==> src/rtl/ccc_lock_seq_pkg.sv <==
// Shared types, defaults and sizing helper for the CCC lock reset sequencer.
// Optional lock watchdog is enabled by CCC_LOCK_RESET_SEQ_LOCK_TIMEOUT_EN.
package ccc_lock_seq_pkg;

  typedef enum logic [1:0] {
    WAIT_LOCK,
    STABLE,
    RELEASE,
    RUN
  } state_t;

  localparam int DEF_SYNC_STAGES    = 2;
  localparam int DEF_STABLE_CYCLES  = 1024;
  localparam int DEF_NUM_STAGES     = 3;
  localparam int DEF_STAGE_GAP      = 16;
  localparam int DEF_CNT_W          = 8;
  localparam int DEF_TIMEOUT_CYCLES = 65536;

  // Bits needed to hold the value max_val itself.
  function automatic int cnt_width(input int max_val);
    return (max_val < 2) ? 1 : $clog2(max_val + 1);
  endfunction

endpackage

==> src/rtl/ccc_lock_sync.sv <==
// Multi-flop single-bit synchroniser for the asynchronous CCC LOCK.
// Synchronous active-high reset clears every stage.
module ccc_lock_sync #(
  parameter int SYNC_STAGES = 2
) (
  input  logic clk,
  input  logic rst,
  input  logic sig,
  output logic sync
);

  logic [SYNC_STAGES-1:0] chain;

  always_ff @(posedge clk) begin
    if (rst) begin
      chain <= '0;
    end else begin
      chain <= {chain[SYNC_STAGES-2:0], sig};
    end
  end

  assign sync = chain[SYNC_STAGES-1];

endmodule

==> src/rtl/ccc_lock_reset_seq.sv <==
// Qualifies CCC LOCK and releases staged active-low resets, then READY.
// Define CCC_LOCK_RESET_SEQ_LOCK_TIMEOUT_EN to add the LOCK_TIMEOUT watchdog.
module ccc_lock_reset_seq
  import ccc_lock_seq_pkg::*;
#(
  parameter int SYNC_STAGES    = DEF_SYNC_STAGES,
  parameter int STABLE_CYCLES  = DEF_STABLE_CYCLES,
  parameter int NUM_STAGES     = DEF_NUM_STAGES,
  parameter int STAGE_GAP      = DEF_STAGE_GAP,
  parameter int CNT_W          = DEF_CNT_W
`ifdef CCC_LOCK_RESET_SEQ_LOCK_TIMEOUT_EN
  ,
  parameter int TIMEOUT_CYCLES = DEF_TIMEOUT_CYCLES
`endif
) (
  input  logic                  CLK,
  input  logic                  RESET,
  input  logic                  LOCK,
  input  logic                  CLEAR_LOST,
  output logic [NUM_STAGES-1:0] RESET_N_OUT,
  output logic                  READY,
  output logic                  LOCK_LOST,
  output logic [CNT_W-1:0]      LOSS_COUNT
`ifdef CCC_LOCK_RESET_SEQ_LOCK_TIMEOUT_EN
  ,
  output logic                  LOCK_TIMEOUT
`endif
);

  localparam int SW = cnt_width(STABLE_CYCLES);
  localparam int GW = cnt_width(STAGE_GAP);

  state_t                state_q;
  state_t                state_d;
  logic [SW-1:0]         stab_q;
  logic [SW-1:0]         stab_d;
  logic [GW-1:0]         gap_q;
  logic [GW-1:0]         gap_d;
  logic [NUM_STAGES-1:0] rst_n_q;
  logic [NUM_STAGES-1:0] rst_n_d;
  logic [NUM_STAGES-1:0] rst_n_shl;
  logic                  ready_q;
  logic                  ready_d;
  logic                  lost_q;
  logic                  lost_d;
  logic [CNT_W-1:0]      loss_q;
  logic [CNT_W-1:0]      loss_d;
  logic                  lock_s;
  logic                  loss_evt;

  ccc_lock_sync #(
    .SYNC_STAGES(SYNC_STAGES)
  ) u_sync (
    .clk (CLK),
    .rst (RESET),
    .sig (LOCK),
    .sync(lock_s)
  );

  // Next release pattern: one more low-order stage driven high.
  assign rst_n_shl = NUM_STAGES'({rst_n_q, 1'b1});

  always_comb begin
    state_d  = state_q;
    stab_d   = stab_q;
    gap_d    = gap_q;
    rst_n_d  = rst_n_q;
    ready_d  = ready_q;
    loss_evt = 1'b0;
    unique case (state_q)
      WAIT_LOCK: begin
        if (lock_s) begin
          state_d = STABLE;
          stab_d  = SW'(1);
        end
      end
      STABLE: begin
        if (!lock_s) begin
          state_d = WAIT_LOCK;
          stab_d  = '0;
        end else if (stab_q >= SW'(STABLE_CYCLES)) begin
          state_d    = RELEASE;
          stab_d     = '0;
          rst_n_d[0] = 1'b1;
          gap_d      = GW'(1);
        end else begin
          stab_d = stab_q + 1'b1;
        end
      end
      RELEASE: begin
        if (!lock_s) begin
          loss_evt = 1'b1;
        end else if (gap_q >= GW'(STAGE_GAP)) begin
          gap_d = GW'(1);
          if (rst_n_q[NUM_STAGES-1]) begin
            state_d = RUN;
            ready_d = 1'b1;
          end else begin
            rst_n_d = rst_n_shl;
          end
        end else begin
          gap_d = gap_q + 1'b1;
        end
      end
      RUN: begin
        if (!lock_s) begin
          loss_evt = 1'b1;
        end
      end
      default: begin
        state_d = WAIT_LOCK;
      end
    endcase

    // Lock lost after qualification: collapse everything at once.
    if (loss_evt) begin
      state_d = WAIT_LOCK;
      stab_d  = '0;
      gap_d   = '0;
      rst_n_d = '0;
      ready_d = 1'b0;
    end

    lost_d = lost_q;
    if (CLEAR_LOST) begin
      lost_d = 1'b0;
    end
    if (loss_evt) begin
      lost_d = 1'b1;
    end

    loss_d = loss_q;
    if (loss_evt && !(&loss_q)) begin
      loss_d = loss_q + 1'b1;
    end
  end

  always_ff @(posedge CLK) begin
    if (RESET) begin
      state_q <= WAIT_LOCK;
      stab_q  <= '0;
      gap_q   <= '0;
      rst_n_q <= '0;
      ready_q <= 1'b0;
      lost_q  <= 1'b0;
      loss_q  <= '0;
    end else begin
      state_q <= state_d;
      stab_q  <= stab_d;
      gap_q   <= gap_d;
      rst_n_q <= rst_n_d;
      ready_q <= ready_d;
      lost_q  <= lost_d;
      loss_q  <= loss_d;
    end
  end

  assign RESET_N_OUT = rst_n_q;
  assign READY       = ready_q;
  assign LOCK_LOST   = lost_q;
  assign LOSS_COUNT  = loss_q;

`ifdef CCC_LOCK_RESET_SEQ_LOCK_TIMEOUT_EN
  localparam int TW = cnt_width(TIMEOUT_CYCLES);

  logic [TW-1:0] wd_q;
  logic [TW-1:0] wd_d;
  logic          to_q;
  logic          to_d;
  logic          waiting;

  assign waiting = (state_q == WAIT_LOCK) || (state_q == STABLE);

  // Watchdog saturates at the limit; the flag stays until RESET.
  always_comb begin
    wd_d = wd_q;
    to_d = to_q;
    if (loss_evt) begin
      wd_d = '0;
    end else if (waiting && (wd_q != TW'(TIMEOUT_CYCLES))) begin
      wd_d = wd_q + 1'b1;
    end
    if (wd_d == TW'(TIMEOUT_CYCLES)) begin
      to_d = 1'b1;
    end
  end

  always_ff @(posedge CLK) begin
    if (RESET) begin
      wd_q <= '0;
      to_q <= 1'b0;
    end else begin
      wd_q <= wd_d;
      to_q <= to_d;
    end
  end

  assign LOCK_TIMEOUT = to_q;
`endif

endmodule

==> config.mk <==
export PLATFORM = sky130hd
export DESIGN_NAME = ccc_lock_reset_seq
export DESIGN_NICKNAME = d
export VERILOG_FILES = /design/src/rtl/ccc_lock_seq_pkg.sv /design/src/rtl/ccc_lock_sync.sv /design/src/rtl/ccc_lock_reset_seq.sv
export SDC_FILE = /design/constraint.sdc
export NUM_CORES = 1
export LEC_CHECK = 0
export ABC_AREA = 1
export BUFFER_PORTS_ARGS = -buffer_cell sky130_fd_sc_hd__buf_4
export CORE_AREA = 2 2 61 91
export DETAILED_ROUTE_END_ITERATION = 6
export DIE_AREA = 0 0 63 93
export PLACE_DENSITY = 0.5
export SLEW_MARGIN = 30
export SYNTH_ARGS = -nofsm -noshare
export SYNTH_HDL_FRONTEND = slang
export SYNTH_SLANG_ARGS = --single-unit
==> constraint.sdc <==
create_clock -name CLK -period 2.59 [get_ports CLK]
set_input_delay 0.1295 -clock CLK [delete_from_list [all_inputs] [get_ports CLK]]
set_output_delay 0.1295 -clock CLK [all_outputs]
set_load 0.03 [all_outputs]
==> results.md, run 1 <==
- Outcome: finished clean
- Clock root cell: clkbuf_8
- Vias per inst: 4.71
- Die X: 63 um
- RSZ-0062 raised after global routing: false
- Hold Path Depth: 3
- Met3 wire len: 100 um
- Met1 WL: 1590 um
- CP max stage cell: o21ai_2
- Setup Skew: 4.90 ps
- Max Slew Vio Count: 0
- Max-cap check violation count: 0
- Most common cell after layout, fill and taps aside: nand2_1
- CP peak stage delay: 370 ps
- Fmax: 565 MHz
- First-pass GRT wire length: 6960 um
- Drt first-iter violations: 79
- Worst Hold Class: in -> reg
- Routed Antenna Nets: 0
- Sink Count: 33
- Worst slew pin tran: 442 ps
- Fin nets: 297
- Flops & latches, synth: 33
- Clock slew at reported path FFs: 70 ps
- Initial antenna violation count: 0
- Critical path class: reg -> reg
- Post-CTS Setup Inserts: 0
- Setup crit start kind: flop
- Top Layer Used: met4
- Setup violations, final: 0
- Number of cells produced by synthesis: 264
- Asr flop ratio synth: 0%
- Post-DP HPWL: 3030 um
- CP required: 2770 ps
- Worst Setup End Kind: flop
- Total track usage: 15.2%
- I/O pin count: 17
- First drt pass iteration count: 4
- Total grt overflow: 0
- Register area share after synthesis: 36.2%
- Endpoints failing hold: 0
- Distinct cell type count after synthesis: 28
- Worst path depth: 9
- Final worst path period share: 68.3%
- Core region area: 5080 sq um
- Synth warn: 0
- H-tree Lvls: 2
- Post_cts resized: 0
- Total power: 1.67 mW
- Starting density of the core: 35.9%
- Delay-heaviest family, CP: simple AND/OR/NAND/NOR gates
- CP max FO: 11
- Post-synth design cell area: 1820 sq um
- Max VDD drop: 321 uV
- WP buf/inv: 3
- Final wirelength: 3940 um
- Share of post-route cells with drive strength above 1: 15.2%
- Commonest cells after routing, fill and taps aside: nand2_1 (67), nor2_1 (42), dfxtp_1 (33)
- RD Place Congestion: 0.797
- Syn_area_per_cell: 6.91 sq um
- Vias in the first global route: 1,559
- Fin crit period: 1770 ps
- EDFF count, synth: 0
- Maximum number of pins on one net before global-route repair: 13
- Hold WS: 49.5 ps
- Post-synth top flop: dfxtp_1
- Most frequent CP cell: nand2_1
- CTS buffer count: 5
- Die footprint: 5860 sq um
- Wire length on met2: 2170 um
- Setup TNS: 0 ps
- FP Rows: 32
- Residual DRC: 0
- Port Buffer Count: 16
- N_diodes: 0
- Clk buf depth: 2
- Hold Buf Count CTS: 0
- PD cells: 802 nW/um^2
- Worst R2R Path Depth: 9
- Layout area overhead: 14.2%
- Syn nets: 278
- Clk Latency, worst-skew pair: 280 ps
- Overall die height: 93 um
- Slew HR: 70.5%
- Lkg Pwr: 0.819 nW
- CTS tree: yes
- Critical Path AT: 1950 ps
- Vias: 1,652
- Crit-path cells: inv_1 -> ha_1 -> inv_2 -> o21ai_2 -> nand2_1 -> nand2_4 -> clkinv_2 -> nand2_1 -> nor2_2
- DR WL/cell: 11.2 um
state kept, by name (all words and copies together) (netlist names):
name / flops
stab_q: 11
LOSS_COUNT: 8
gap_q: 5
RESET_N_OUT: 3
state_q: 2
u_sync.chain: 2
LOCK_LOST: 1
READY: 1
layout make-up:
class / instances / area (sq um)
inverter: 37 / 145
timing repair buffer: 16 / 120
clock buffer: 7 / 86.3
multi-input combinational: 190 / 986
tap: 68 / 85.1
sequential: 33 / 661
fill: 547 / 3000
cells in the mapped netlist (3+ instances only):
master | count | area share, %
a31oi_1 | 3 | 1.0
inv_2 | 5 | 1.0
a21oi_1 | 16 | 4.4
nor3_1 | 4 | 1.1
nand3_1 | 16 | 4.4
ha_1 | 10 | 6.9
nor2_2 | 3 | 1.0
o21ai_2 | 3 | 1.4
o21ai_1 | 4 | 1.1
dfxtp_1 | 33 | 36
o21ai_0 | 3 | 0.82
inv_1 | 30 | 6.2
nor2_1 | 42 | 8.6
nand4_1 | 7 | 2.4
nand2_1 | 67 | 14
logic make-up (layout without fill, tap and decap cells):
group                    after synthesis  after routing  share of synthesized area [%]
AO/OA/AOI/OAI                         32             32                           10.5
adder cells (fa/ha/maj)               10             10                           6.86
buffers and inverters                 41             60                           9.74
flip-flops                            33             33                           36.2
AND/OR/NAND/NOR                      148            148                           36.7
per-layer routing:
metal / global-route usage (%) / up-vias
met5: 0 / -
met4: 7.78 / 0
met3: 2.89 / 6
met2: 28.8 / 27
met1: 15.4 / 744
li1: - / 875
worst paths after layout:
check                                             endpoint  slack [ps]                       start
worst max-delay path                stab_q[9]$_SDFFE_PP0P_         820     state_q[1]$_SDFFE_PP0P_
worst min-delay path            u_sync.chain[0]$_SDFF_PP0_          50                        LOCK
worst max register to register      stab_q[9]$_SDFFE_PP0P_         820     state_q[1]$_SDFFE_PP0P_
worst min register to register  u_sync.chain[1]$_SDFF_PP0_         410  u_sync.chain[0]$_SDFF_PP0_
metrics by stage:
stage | setup slack, ps | instances | instance area [sq um] | util, %
after global routing | 642 | 351 | 2080 | 41.0
after global placement | 900 | 344 | 2000 | 39.3
final | 820 | 351 | 2080 | 41.0
after CTS | 828 | 351 | 2080 | 41.0
after floorplan | 1050 | 264 | 1820 | -
after detailed placement | 846 | 344 | 2000 | 39.3
report_power, final:
part,switching [mW],internal [mW],leakage [nW]
Combinational,0.461,0.209,0.508
Clock,0.178,0.211,0.0443
Sequential,0.0506,0.561,0.267
Total,0.689,0.981,0.819
tightest hold or removal path, stage by stage:
cell	delay, ps
buf_4	70
inv_1	30
nor2_1	60
(Power assumes the default switching activity.)
==> run 2, diff against run 1 <==
==> constraint.sdc (replaced) <==
create_clock -name CLK -period 1.84 [get_ports CLK]
set_input_delay 0.092 -clock CLK [delete_from_list [all_inputs] [get_ports CLK]]
set_output_delay 0.092 -clock CLK [all_outputs]
set_load 0.03 [all_outputs]
==> results.md, run 2 (synthesized netlist as in run 1, its figures left out) <==
- CP required: 2030 ps
- First-pass GRT wire length: 6800 um
- Max Slew Vio Count: 0
- Drt first-iter violations: 52
- Starting density of the core: 35.9%
- Hold Path Depth: 3
- Share of post-route cells with drive strength above 1: 16.0%
- Placed cell area: 2030 sq um
- Final cell count without fillers: 356
- Fmax: 603 MHz
- Vias: 1,653
- Outcome: finished clean
- Dpl ws: 172 ps
- Max-cap check violation count: 0
- Critical Path AT: 1840 ps
- Port Buffer Count: 16
- Layout area overhead: 15.5%
- Sequential Area: 661 sq um
- Die X: 63 um
- Multi-input logic area: 986 sq um
- CTS buffer count: 5
- Fin crit period: 1660 ps
- Post-CTS Setup Inserts: 0
- RD Place Congestion: 0.801
- Commonest cells after routing, fill and taps aside: nand2_1 (67), nor2_1 (42), dfxtp_1 (33)
- Final core utilization: 41.4%
- Worst R2R Path Depth: 8
- Post_cts resized: 0
- H-tree Lvls: 2
- Setup TNS: 0 ps
- Core region area: 5080 sq um
- Total track usage: 14.9%
- Largest register FFs: 11
- Post-DP HPWL: 3060 um
- Critical path class: reg -> reg
- Clk Latency, worst-skew pair: 280 ps
- Worst slew pin tran: 367 ps
- Max VDD drop: 504 uV
- Worst Setup End Kind: flop
- Residual DRC: 0
- Routed Antenna Nets: 0
- Maximum number of pins on one net before global-route repair: 13
- N_diodes: 0
- Clock slew at reported path FFs: 70 ps
- FP Rows: 32
- Die footprint: 5860 sq um
- RSZ-0062 raised after global routing: false
- DR WL/cell: 11.0 um
- Fin nets: 301
- Total grt overflow: 0
- Clk buf depth: 2
- Final wirelength: 3930 um
- Worst Hold Class: in -> reg
- Vias per inst: 4.64
- Most common cell after layout, fill and taps aside: nand2_1
- Final worst slack: 181 ps
- Fill cell count: 578
- Slew HR: 75.4%
- Vias in the first global route: 1,565
- First drt pass iteration count: 4
- Lkg Pwr: 0.836 nW
- Initial antenna violation count: 0
- Sink Count: 33
- Setup crit start kind: flop
- Final worst path period share: 90.2%
- CTS tree: yes
- Final design area excluding fillers: 2110 sq um
- PD cells: 1120 nW/um^2
- Cells after DPL: 348
- Setup Skew: 6.55 ps
- I/O pin count: 17
- Reg with most FFs: stab_q
- Setup violations, final: 0
- Clock root cell: clkbuf_8
- Hold WS: 10.8 ps
- Hold Buf Count CTS: 0
- R2r setup slk: 180 ps
- Total power: 2.36 mW
- Overall die height: 93 um
- CP max FO: 12
- Endpoints failing hold: 0
==> run 2: changes by cell type in the layout (fill, tap and decap cells not counted) <==
cell and delta:
clkbuf_8 -1, clkbuf_1 +2, buf_4 +4
==> run 2: metal layers <==
| layer | track usage, % | vias up | part of all wire (%) |
|---|---|---|---|
| met3 | 2.89 | 10 | 2.2 |
| met2 | 27.9 | 19 | 54 |
| li1 | - | 884 | - |
| met4 | 8.89 | 0 | 3.7 |
| met5 | 0 | - | 0 |
| met1 | 15.0 | 740 | 40 |
==> run 2: worst max-delay path: stages (launching register included) <==
cell	delay, ps
dfxtp_1	410
inv_1	90
ha_1	300
o21ai_4	250
inv_2	140
nand2_1	170
nor2_1	60
nor2_1	80
nor2_1	50
==> run 2: report_power, final <==
group | total [mW] | switching (mW) | internal (mW)
clock | 0.529 | 0.260 | 0.269
combinational | 0.974 | 0.659 | 0.315
sequential | 0.855 | 0.0656 | 0.790
total | 2.36 | 0.985 | 1.37
==> run 2: cell type report <==
| class | count | area share, % |
|---|---|---|
| multi-input cells | 190 | 46.8 |
| inverters | 37 | 6.89 |
| repair buffers | 20 | 7.13 |
| flip-flops and latches | 33 | 31.4 |
| well taps | 68 | 4.04 |
| clock buffers | 8 | 3.80 |
==> run 2: worst paths after layout <==
| path | from | to |
|---|---|---|
| min reg2reg | u_sync.chain[0]$_SDFF_PP0_ | u_sync.chain[1]$_SDFF_PP0_ |
| max reg2reg | state_q[0]$_SDFFE_PP0P_ | LOSS_COUNT[7]$_SDFFE_PP0P_ |
| max | state_q[0]$_SDFFE_PP0P_ | LOSS_COUNT[7]$_SDFFE_PP0P_ |
| min | LOCK | u_sync.chain[0]$_SDFF_PP0_ |
==> run 3, diff against run 2 <==
--- a/config.mk
+++ b/config.mk
@@ -5,11 +5,11 @@
 export SDC_FILE = /design/constraint.sdc
 export NUM_CORES = 1
 export LEC_CHECK = 0
-export ABC_AREA = 1
 export BUFFER_PORTS_ARGS = -buffer_cell sky130_fd_sc_hd__buf_4
-export CORE_AREA = 2 2 61 91
+export CORE_AREA = 2 2 58 88
 export DETAILED_ROUTE_END_ITERATION = 6
-export DIE_AREA = 0 0 63 93
+export DIE_AREA = 0 0 60 90
+export GPL_TIMING_DRIVEN = 0
 export PLACE_DENSITY = 0.5
 export SLEW_MARGIN = 30
 export SYNTH_ARGS = -nofsm -noshare
==> results.md, run 3 <==
- Starting density of the core: 35.6%
- Synth cell count leaders: dfxtp_1 (33), nor2_1 (31), inv_1 (12), ha_1 (10), a21oi_1 (8)
- RD Place Congestion: 0.765
- H-tree Lvls: 2
- Post-DP HPWL: 2720 um
- Critical path class: reg -> reg
- R2r setup slk: 80 ps
- Sink Count: 33
- Clk buf depth: 2
- Slew HR: 70.7%
- CP max stage cell: dfxtp_4
- Vias in the first global route: 1,404
- Cells after DPL: 267
- Vias: 1,400
- Core region area: 4690 sq um
- Cell with the most instances after synthesis: dfxtp_1
- Overall die height: 90 um
- Number of cells produced by synthesis: 185
- Maximum number of pins on one net before global-route repair: 11
- CTS tree: yes
- Commonest cells after routing, fill and taps aside: dfxtp_1 (31), nor2_1 (30), buf_4 (20)
- FP Rows: 31
- Endpoints failing hold: 0
- CTS buffer count: 5
- Clock root cell: clkbuf_8
- CP required: 2020 ps
- Syn nets: 199
- Flops & latches, synth: 33
- Most frequent CP cell: buf_6
- Fin nets: 226
- Max-cap check violation count: 0
- Drt first-iter violations: 36
- Post-synth top area cell: dfxtp_1
- Total power: 1.63 mW
- Residual DRC: 0
- Top cell type's share of synthesized area: 39.6%
- First drt pass iteration count: 4
- Max VDD drop: 442 uV
- DR WL/cell: 13.4 um
- Max Slew Vio Count: 0
- Synth area leaders: dfxtp_1 (40%), ha_1 (7.5%), nor2_1 (7.0%), xor2_1 (3.7%), inv_1 (2.7%)
- Routed Antenna Nets: 0
- Final cell count without fillers: 279
- Clock slew at reported path FFs: 70 ps
- Setup violations, final: 0
- Outcome: finished clean
- Die X: 60 um
- N_diodes: 0
- Setup Skew: 3.26 ps
- Post-synth design cell area: 1670 sq um
- CP peak stage delay: 360 ps
- Lkg Pwr: 0.773 nW
- Die footprint: 5400 sq um
- Clk Latency, worst-skew pair: 280 ps
- Distinct cell type count after synthesis: 42
- Worst Setup End Kind: flop
- Register area share after synthesis: 39.6%
- Synth warn: 0
- Final wirelength: 3750 um
- EDFF count, synth: 0
- Hold WS: 24.6 ps
- Fmax: 570 MHz
- Post-synth top flop: dfxtp_1
- Most common cell after layout, fill and taps aside: dfxtp_1
- Largest register FFs: 11
- Layout area overhead: 23.6%
- Total grt overflow: 0
- PD cells: 791 nW/um^2
- Port Buffer Count: 16
- Fin crit period: 1760 ps
- Vias per inst: 5.02
- Setup crit start kind: flop
- Crit-path cells: inv_2 -> ha_2 -> buf_6 -> and3b_1 -> buf_6 -> a2111oi_4 -> mux2i_1 -> nor2_1
- Reg with most FFs: stab_q
- Critical Path AT: 1940 ps
- First-pass GRT wire length: 6480 um
- Initial antenna violation count: 0
- Worst slew pin tran: 436 ps
- Asr flop ratio synth: 0%
- CP max FO: 9
- Final core utilization: 44.0%
- I/O pin count: 17
- Final worst path period share: 95.4%
- Syn_area_per_cell: 9.02 sq um
- Total track usage: 15.7%
- Worst Hold Class: in -> reg
- Share of post-route cells with drive strength above 1: 23.0%
[run 3: critical path, delay by kind of cell, from the launching register on]
family	cells	cell delay [ps]
muxes	1	240
AOI/OAI and AO/OA	1	340
buffers and inverters	3	300
DFF	1	360
adders and majority gates	1	170
and+or+nand+nor	2	230
[run 3: through the flow]
step	instance area, sq um	setup TNS, ps	setup slack, ps
6_report	2060	0	84.3
5_1_grt	2060	-4.63	-4.63
4_1_cts	2010	0	1.03
3_5_place_dp	1870	-2060	-178
3_3_place_gp	1870	-1660	-145
2_1_floorplan	1670	0	77.8
[run 3: final timing paths]
check,end,cells after the start,startpoint
max,state_q[1]$_SDFFE_PP0P_,8,state_q[1]$_SDFFE_PP0P_
min reg2reg,u_sync.chain[1]$_SDFF_PP0_,1,u_sync.chain[0]$_SDFF_PP0_
min,u_sync.chain[0]$_SDFF_PP0_,2,LOCK
max reg2reg,state_q[1]$_SDFFE_PP0P_,8,state_q[1]$_SDFFE_PP0P_
[run 3: metal layers]
| metal | routed length, um | vias to the layer above | track usage [%] |
|---|---|---|---|
| li1 | - | 698 | - |
| met1 | 1520 | 674 | 17.2 |
| met2 | 2020 | 22 | 26.8 |
| met3 | 139 | 6 | 4.89 |
| met4 | 67 | 0 | 6.67 |
| met5 | 0 | - | 0 |
[run 3: timing repair]
| item | CTS | global route |
|---|---|---|
| hold buffers | 1 | 0 |
| setup endpoints to repair | 20 | 18 |
| setup buffers | 0 | 3 |
| resized for setup | 4 | 9 |
| pin swaps | 1 | 1 |
| hold endpoints to repair | 1 | 0 |
[run 3: power breakdown]
part	switching (mW)	internal, mW	total (mW)
Clock	0.275	0.442	0.716
Combinational	0.101	0.0768	0.177
Sequential	0.0126	0.725	0.737
[run 3: area by class of cell]
class	count	area, sq um
clock buffer	7	86.3
timing repair buffer	20	153
clock inverter	1	30.0
fill	477	2630
tap	66	82.6
multi-input combinational	134	957
sequential	33	666
buffer	6	43.8
inverter	12	45.0
[run 3: cell families (layout without fill, tap and decap cells)]
kind of cell / Yosys count / in the layout / synth area share, %
simple gates: 71 / 71 / 22.3
compound gates: 37 / 37 / 16.4
flops: 33 / 33 / 39.6
buf+inv: 18 / 46 / 5.17
xor+xnor: 11 / 11 / 5.77
fa+ha+maj: 10 / 10 / 7.50
mux: 5 / 5 / 3.30
